`config.mk`:
```
export PLATFORM = sky130hd
export DESIGN_NAME = sisc_ifetch
export DESIGN_NICKNAME = d
export VERILOG_FILES = /design/src/rtl/sisc_pkg.sv /design/src/rtl/sisc_pc_next.sv /design/src/rtl/sisc_ifetch.sv
export SDC_FILE = /design/constraint.sdc
export NUM_CORES = 1
export LEC_CHECK = 0
export ABC_AREA = 1
export BUFFER_PORTS_ARGS = -buffer_cell sky130_fd_sc_hd__buf_2
export CAP_MARGIN = 20
export CORE_AREA = 2 2 130 132
export DETAILED_ROUTE_END_ITERATION = 6
export DIE_AREA = 0 0 132 134
export GPL_ROUTABILITY_DRIVEN = 0
export SYNTH_ARGS = -nofsm -noshare
export SYNTH_HDL_FRONTEND = slang
export SYNTH_SLANG_ARGS = --single-unit
```
`constraint.sdc`:
```
create_clock -name clk -period 2.43 [get_ports clk]
set_input_delay 0.1215 -clock clk [delete_from_list [all_inputs] [get_ports clk]]
set_output_delay 0.1215 -clock clk [all_outputs]
set_load 0.01 [all_outputs]
```
`src/rtl/sisc_pkg.sv`:
```
// sisc_pkg: shared definitions for the SISC instruction fetch slice.
// Holds the fetch FSM state type, default fetch parameters and the
// instruction field positions used by downstream decode logic.
package sisc_pkg;

  // Fetch FSM states.
  typedef enum logic [1:0] {
    ST_IDLE  = 2'd0,
    ST_WAIT  = 2'd1,
    ST_HOLD  = 2'd2,
    ST_FAULT = 2'd3
  } ifetch_state_e;

  // Default fetch configuration.
  localparam int SISC_PC_W     = 16;
  localparam int SISC_RESET_PC = 0;
  localparam int SISC_TIMEOUT  = 15;

  // Instruction word field positions.
  localparam int OPCODE_MSB = 31;
  localparam int OPCODE_LSB = 28;
  localparam int MM_MSB     = 27;
  localparam int MM_LSB     = 24;
  localparam int IMM_MSB    = 15;
  localparam int IMM_LSB    = 0;
  localparam int IMM_W      = IMM_MSB - IMM_LSB + 1;

endpackage

```
`src/rtl/sisc_pc_next.sv`:
```
// sisc_pc_next: combinational branch redirect for the fetch stage.
// Computes the pc to use after an instruction retires.
//   pc        in   current pc (already points past the retiring instruction)
//   br_take   in   branch taken
//   br_abs    in   1 = absolute target, 0 = pc-relative offset
//   br_target in   16-bit immediate
//   pc_next   out  redirected pc, modulo 2^PC_W
module sisc_pc_next
  import sisc_pkg::*;
#(
  parameter int PC_W = SISC_PC_W
) (
  input  logic [PC_W-1:0]  pc,
  input  logic             br_take,
  input  logic             br_abs,
  input  logic [IMM_W-1:0] br_target,
  output logic [PC_W-1:0]  pc_next
);

  // Work at least as wide as the immediate so narrow and wide pcs both
  // take the right slice of a zero- or sign-extended target.
  localparam int EXT_W = (PC_W > IMM_W) ? PC_W : IMM_W;

  logic [EXT_W-1:0] tgt_zext;
  logic [EXT_W-1:0] tgt_sext;

  always_comb begin
    tgt_zext = EXT_W'(br_target);
    tgt_sext = EXT_W'($signed(br_target));
    pc_next  = pc;
    if (br_take) begin
      if (br_abs) begin
        pc_next = tgt_zext[PC_W-1:0];
      end else begin
        // Truncating addition gives the silent wrap.
        pc_next = pc + tgt_sext[PC_W-1:0];
      end
    end
  end

endmodule

```
`src/rtl/sisc_ifetch.sv`:
```
// sisc_ifetch: instruction fetch stage for the SISC processor.
// Owns the pc, issues one instruction memory read at a time, holds the
// returned word in ir until ctrl retires it, then applies any branch.
//   clk, rst_f            clock (rising edge), async active-low reset
//   fetch_en, stall       permit / block issue of a new request
//   retire                consume ir; br_take/br_abs/br_target sampled here
//   imem_req/imem_addr    read request and word address (== pc)
//   imem_rdata/imem_valid memory response
//   ir, ir_valid          held instruction word and its valid flag
//   pc                    address of next fetch
//   fetch_fault           sticky memory-timeout flag (cleared by reset only)
module sisc_ifetch
  import sisc_pkg::*;
#(
  parameter int          PC_W     = SISC_PC_W,
  parameter int unsigned RESET_PC = SISC_RESET_PC,
  parameter int          TIMEOUT  = SISC_TIMEOUT
) (
  input  logic             clk,
  input  logic             rst_f,
  input  logic             fetch_en,
  input  logic             stall,
  input  logic             retire,
  input  logic             br_take,
  input  logic             br_abs,
  input  logic [IMM_W-1:0] br_target,
  output logic             imem_req,
  output logic [PC_W-1:0]  imem_addr,
  input  logic [31:0]      imem_rdata,
  input  logic             imem_valid,
  output logic [31:0]      ir,
  output logic             ir_valid,
  output logic [PC_W-1:0]  pc,
  output logic             fetch_fault
);

  // Counter only has to reach TIMEOUT-1: the TIMEOUT-th empty WAIT cycle
  // goes straight to FAULT.
  localparam int CNT_W = (TIMEOUT < 2) ? 1 : $clog2(TIMEOUT);

  ifetch_state_e    state_q, state_d;
  logic [PC_W-1:0]  pc_q, pc_d, pc_redirect;
  logic [31:0]      ir_q, ir_d;
  logic             ir_valid_q, ir_valid_d;
  logic             req_q, req_d;
  logic             fault_q, fault_d;
  logic [CNT_W-1:0] cnt_q, cnt_d;

  sisc_pc_next #(.PC_W(PC_W)) u_pc_next (
    .pc        (pc_q),
    .br_take   (br_take),
    .br_abs    (br_abs),
    .br_target (br_target),
    .pc_next   (pc_redirect)
  );

  always_comb begin
    state_d    = state_q;
    pc_d       = pc_q;
    ir_d       = ir_q;
    ir_valid_d = ir_valid_q;
    req_d      = req_q;
    fault_d    = fault_q;
    cnt_d      = cnt_q;
    unique case (state_q)
      ST_IDLE: begin
        if (fetch_en && !stall) begin
          req_d   = 1'b1;
          cnt_d   = '0;
          state_d = ST_WAIT;
        end
      end
      ST_WAIT: begin
        // stall is deliberately ignored: an issued request always completes.
        if (imem_valid) begin
          ir_d       = imem_rdata;
          ir_valid_d = 1'b1;
          req_d      = 1'b0;
          pc_d       = pc_q + PC_W'(1);
          state_d    = ST_HOLD;
        end else if (cnt_q == CNT_W'(TIMEOUT - 1)) begin
          req_d   = 1'b0;
          fault_d = 1'b1;
          state_d = ST_FAULT;
        end else begin
          cnt_d = cnt_q + CNT_W'(1);
        end
      end
      ST_HOLD: begin
        // Retire wins over fetch_en, leaving a one-cycle bubble in IDLE.
        if (retire) begin
          ir_valid_d = 1'b0;
          pc_d       = pc_redirect;
          state_d    = ST_IDLE;
        end
      end
      ST_FAULT: begin
        req_d      = 1'b0;
        ir_valid_d = 1'b0;
      end
      default: begin
        state_d = ST_IDLE;
      end
    endcase
  end

  always_ff @(posedge clk or negedge rst_f) begin
    if (!rst_f) begin
      state_q    <= ST_IDLE;
      pc_q       <= PC_W'(RESET_PC);
      ir_q       <= '0;
      ir_valid_q <= 1'b0;
      req_q      <= 1'b0;
      fault_q    <= 1'b0;
      cnt_q      <= '0;
    end else begin
      state_q    <= state_d;
      pc_q       <= pc_d;
      ir_q       <= ir_d;
      ir_valid_q <= ir_valid_d;
      req_q      <= req_d;
      fault_q    <= fault_d;
      cnt_q      <= cnt_d;
    end
  end

  assign imem_req    = req_q;
  assign imem_addr   = pc_q;
  assign pc          = pc_q;
  assign ir          = ir_q;
  assign ir_valid    = ir_valid_q;
  assign fetch_fault = fault_q;

endmodule

```
# Word level (Yosys, flattened, before mapping)
# Index checks and enable logic that the tools add are counted.
# op_classes
addsub	3
eq_ne	11
mux	21
bitwise_logic	1
n_reduce_logical	15
# op_table
op	n
16-bit 2-to-1 mux	4
16-bit case mux with 2 select lines	1
16-bit by 1-bit adder with 16-bit output, second input constant	1
16-bit adder	1
4-bit 2-to-1 mux	3
2-bit != test, second input constant	6
4-bit AND reduction	3
3-bit AND reduction	3
3-bit nonzero test	3
2-bit 2-to-1 mux	4
4-bit case mux with 2 select lines	1
1-bit case mux with 3 select lines	2
2-bit case mux with 3 select lines	1
1-bit 2-to-1 mux	5
4-bit by 1-bit adder with 4-bit output, second input constant	1
2-bit equality test, second input constant	2
4-bit equality test, second input constant	1
2-bit nonzero test	2
3-bit != test, second input constant	1
2-bit by 1-bit equality test with 1-bit output, second input constant	1
2-bit logical NOT	1
2-bit AND reduction	1
1-bit logical AND	1
1-bit logical NOT	1
1-bit inverter	1
# word_totals
regBits	57
inputBits	56
output_inout_bits	67
wordCells	58

# Logic depth before layout (Yosys ltp)
# logic_depth
word_depth	5
ltp_mapped	12

# Cells and area by module
# From an unflattened synthesis, not the netlist that was laid out.
# hier_totals
hier_cells	644
area_unflattened_um2	4229.1
# by_module_without_submodules
mod	instances	cells_each	area_each_um2	seq_area_each_um2
sisc_ifetch	1	382	2911.5	1426.4
sisc_pc_next	1	262	1317.5	0.0

# Worst setup path after synthesis
# No wires, ideal clock.
# synth_path
path_type	flip-flop to flip-flop
from	register pc_q[0], in the netlist imem_addr[0]
to	register pc_q[8], in the netlist imem_addr[8]
setup_ns	0.122
arrival_ns	1.729
required_time_ns	2.308
slack_ns	0.578
path_stages_with_launch	12
n_path_buf	0
cell_sequence	dfrtp_1 ha_1 fa_1 nand2_1 nand2_1 and2_1 nand2_1 nand2_1 xnor2_1 nand2_1 nand2_1 a21oi_1
# synth_between
elab_chain_len	5
word_cells_on_any_way	7
classes_between	2 x add/sub; 5 x mux
# synth_lines
element	line_no	source
start: declaration	sisc_ifetch.sv:42	logic [PC_W-1:0] pc_q, pc_d, pc_redirect;
start signal: assignment	sisc_ifetch.sv:110	pc_q <= PC_W'(RESET_PC);
start signal: assignment	sisc_ifetch.sv:118	pc_q <= pc_d;
16-bit adder	sisc_pc_next.sv:36	pc_next = pc + tgt_sext[PC_W-1:0];
16-bit 2-to-1 mux	sisc_pc_next.sv:32	if (br_abs) begin
16-bit 2-to-1 mux	sisc_pc_next.sv:31	if (br_take) begin
16-bit 2-to-1 mux	sisc_ifetch.sv:91	if (retire) begin
16-bit case mux with 2 select lines (*)	sisc_ifetch.sv:65	unique case (state_q)
# Every way passes the cells marked *; elsewhere a longest branch is shown, timed or not. The select of a mux whose other input is x is not followed.
# A chain may end at the register's enable or synchronous reset.

# Final worst setup path
# layout_path
from	register pc_q[0], in the netlist imem_addr[0]
to	register pc_q[10], in the netlist imem_addr[10]
# Same word-level chain as after synthesis.

==> flow_summary.json <==
{
  "drv_cap": 0,
  "tightest_slew_ns": 0.707,
  "slew_violations": 0,
  "reg2reg_depth": 12,
  "routed_wl_um": 11500,
  "grt_pass1_wl_um": 19000,
  "areaGrowthSynthToFinish_pct": 35.7,
  "synth-seq-area-share_pct": 35.8,
  "period_needed_ns": 1.99,
  "ir_worst_vdd_mv": 0.430,
  "hold-path-endpoint": "ir[31]",
  "setup_viol": 0,
  "ant_nets": 0,
  "r2r_end": "imem_addr[10]",
  "relSlewSlack_pct": 52.9,
  "hold_viol_final": 0,
  "power.total_uw": 6690,
  "htreeDepth": 3,
  "vias": 4047,
  "regArea_um2": 1430,
  "multi_input_area_um2": 2090,
  "fillCellCount": 1763,
  "finalNonFillerCells": 963,
  "timing.setup.tns_ns": 0,
  "p_leak_uw": 0.00302,
  "power_density_nw_per_um2": 1240,
  "die_x_um": 132,
  "cts_buffers": 9,
  "cts_buffer_depth": 2,
  "worstSetupPathType": "flip-flop to flip-flop",
  "cts_root_buf": "clkbuf_16",
  "critPathLaunchType": "flip-flop",
  "core_area_um2": 16300,
  "grt_usage_pct": 13.3,
  "cts_tree": "done",
  "crit_fanout": 7,
  "yosys_warnings": 0,
  "cts.sinks": 57,
  "diodes": 0,
  "port_buffers": 122,
  "initial_core_util_pct": 24.4,
  "worstSkewPairLatency_ns": 0.33,
  "syn_area_per_cell_um2": 6.70,
  "drtIter0Drc": 196,
  "place_inst": 915,
  "rsz0062_at_grt": "false",
  "antenna_found_initial": 0,
  "fmax_ghz": 0.503,
  "dp_hpwl_um": 8560,
  "synth_cells": 594,
  "startpoint": "imem_addr[0]",
  "clk_pin_slew_ns": 0.05,
  "min_path_type": "input pin to flip-flop",
  "avgRoutedWirePerCell_um": 12.0,
  "firstDrtPassIters": 4,
  "endpoint_kind": "flip-flop",
  "die_area_um2": 17700,
  "reg2reg_slack_ns": 0.44,
  "grt_pass1_vias": 3912,
  "final_nets": 813,
  "ys_ff_latch": 57,
  "critPathRequiredTime_ns": 2.64,
  "fp.dieH_um": 134,
  "synthesis.nets": 669,
  "grt_max_degree": 35,
  "min_from": "imem_rdata[31]",
  "vias_per_cell": 4.20,
  "fin_crit_sh_pct": 81.8,
  "ios": 123,
  "drive_gt1_share_pct": 23.0,
  "finClkSkew_ns": 0.00493,
  "yosys.cell_types.count": 36,
  "min_path_cells": 3,
  "drc": 0,
  "status": "completed",
  "synth.cell_area_um2": 3980,
  "grt-ovfl-total": 0,
  "rows": 47,
  "cp.arrival_ns": 2.20,
  "r2r-start": "imem_addr[0]",
  "post_cts_buffers": 0
}
[registers in the layout, summed over array words and instances, names as in the netlist]
name,flops
ir_valid,1
imem_req,1
imem_addr,16
ir,32
fetch_fault,1
state_q,2
cnt_q,4
[worst max path at each step]
stage	to	slack [ns]	cells past startpoint
3_3_place_gp	imem_addr[10]	0.49	12
2_1_floorplan	imem_addr[8]	0.58	11
6_report	imem_addr[10]	0.44	12
3_5_place_dp	imem_addr[10]	0.44	12
4_1_cts	imem_addr[10]	0.44	12
5_1_grt	imem_addr[10]	0.23	12
[where the power goes]
| part | internal (uW) | switching (uW) |
|---|---|---|
| sequential | 1390 | 432 |
| clock | 907 | 480 |
| combinational | 1360 | 2120 |
[critical path: stages, from the launching register on]
cell,delay (ns)
dfrtp_1,0.45
ha_1,0.24
fa_1,0.38
nand2_1,0.10
nand2_1,0.07
nand3b_1,0.10
nand2_1,0.10
nand2_1,0.09
nand2_1,0.05
nand2_1,0.05
nand3_1,0.06
a21oi_1,0.14
nor2_1,0.05
[layout make-up]
| type | count | share of cell area, % |
|---|---|---|
| tap | 220 | 5.09 |
| clock buffer | 9 | 4.17 |
| sequential | 57 | 26.4 |
| clock inverter | 7 | 1.92 |
| multi-input combinational | 437 | 38.8 |
| inverter | 69 | 4.79 |
| timing repair buffer | 164 | 18.9 |
[logic make-up after synthesis]
group,Yosys count,synth area share [%]
AND/OR/NAND/NOR,352,36.3
buffers and inverters,100,11.5
AO/OA/AOI/OAI,59,8.65
flip-flops,57,35.8
adder cells (fa/ha/maj),19,6.16
XOR/XNOR,7,1.54
[layer usage]
layer  vias up  part of all wire (%)  GRT usage [%]
met4         0                   1.1           3.68
li1       2126                     -              -
met1      1816                    46           16.8
met5         -                     0              0
met3        10                   4.7           3.25
met2        95                    48           22.7
[Yosys cell counts, drive strengths merged]
library cell | count | share of area (%)
ha | 18 | 5.7
fa | 1 | 0.50
nand2 | 234 | 22
inv | 69 | 6.5
a22oi | 1 | 0.31
dfrtp | 57 | 36
buf | 27 | 4.7
clkbuf | 4 | 0.38
xor2 | 2 | 0.44
o31ai | 1 | 0.19
and2 | 1 | 0.16
o21bai | 1 | 0.19
a21oi | 33 | 4.2
nor2 | 65 | 7.0
nor3 | 7 | 0.88
o211ai | 3 | 0.57
o21ai | 18 | 2.5
or2 | 5 | 0.79
o22ai | 1 | 0.16
nor2b | 1 | 0.16
xnor2 | 5 | 1.1
nand4 | 3 | 0.47
nand3 | 33 | 4.1
a31oi | 1 | 0.53
nand3b | 3 | 0.57
[metrics by stage]
step | utilization [%] | worst slack [ns] | area [um^2] | hold WS (ns)
CTS | 33.2 | 0.444 | 5400 | 0.0206
global placement | 29.2 | 0.488 | 4750 | 0.218
floorplan | - | 0.578 | 3980 | -0.174
global route | 33.2 | 0.230 | 5400 | 0.0333
finish | 33.2 | 0.443 | 5400 | 0.0172
detailed placement | 29.2 | 0.443 | 4750 | 0.215
[cells in the final DEF (no fill, tap or decap), drive strengths merged]
cell type,count
bufinv,2
clkinv,4
nor3,7
nand2,234
nand3b,3
o21bai,1
a21oi,33
o211ai,3
inv,70
nor2,65
o22ai,1
xnor2,5
and2,1
a22oi,1
dlygate4sd3,32
or2,5
o31ai,1
ha,18
fa,1
a31oi,1
clkbuf,9
o21ai,18
buf,132
nor2b,1
xor2,2
nand4,3
dfrtp,57
nand3,33
[timing repair]
| action | 4_1_cts | 5_1_grt |
|---|---|---|
| gates resized for setup | 0 | 0 |
| hold endpoints to repair | 56 | 0 |
| hold buffers | 32 | 0 |
Note: power is estimated with default switching activity, not from simulation.
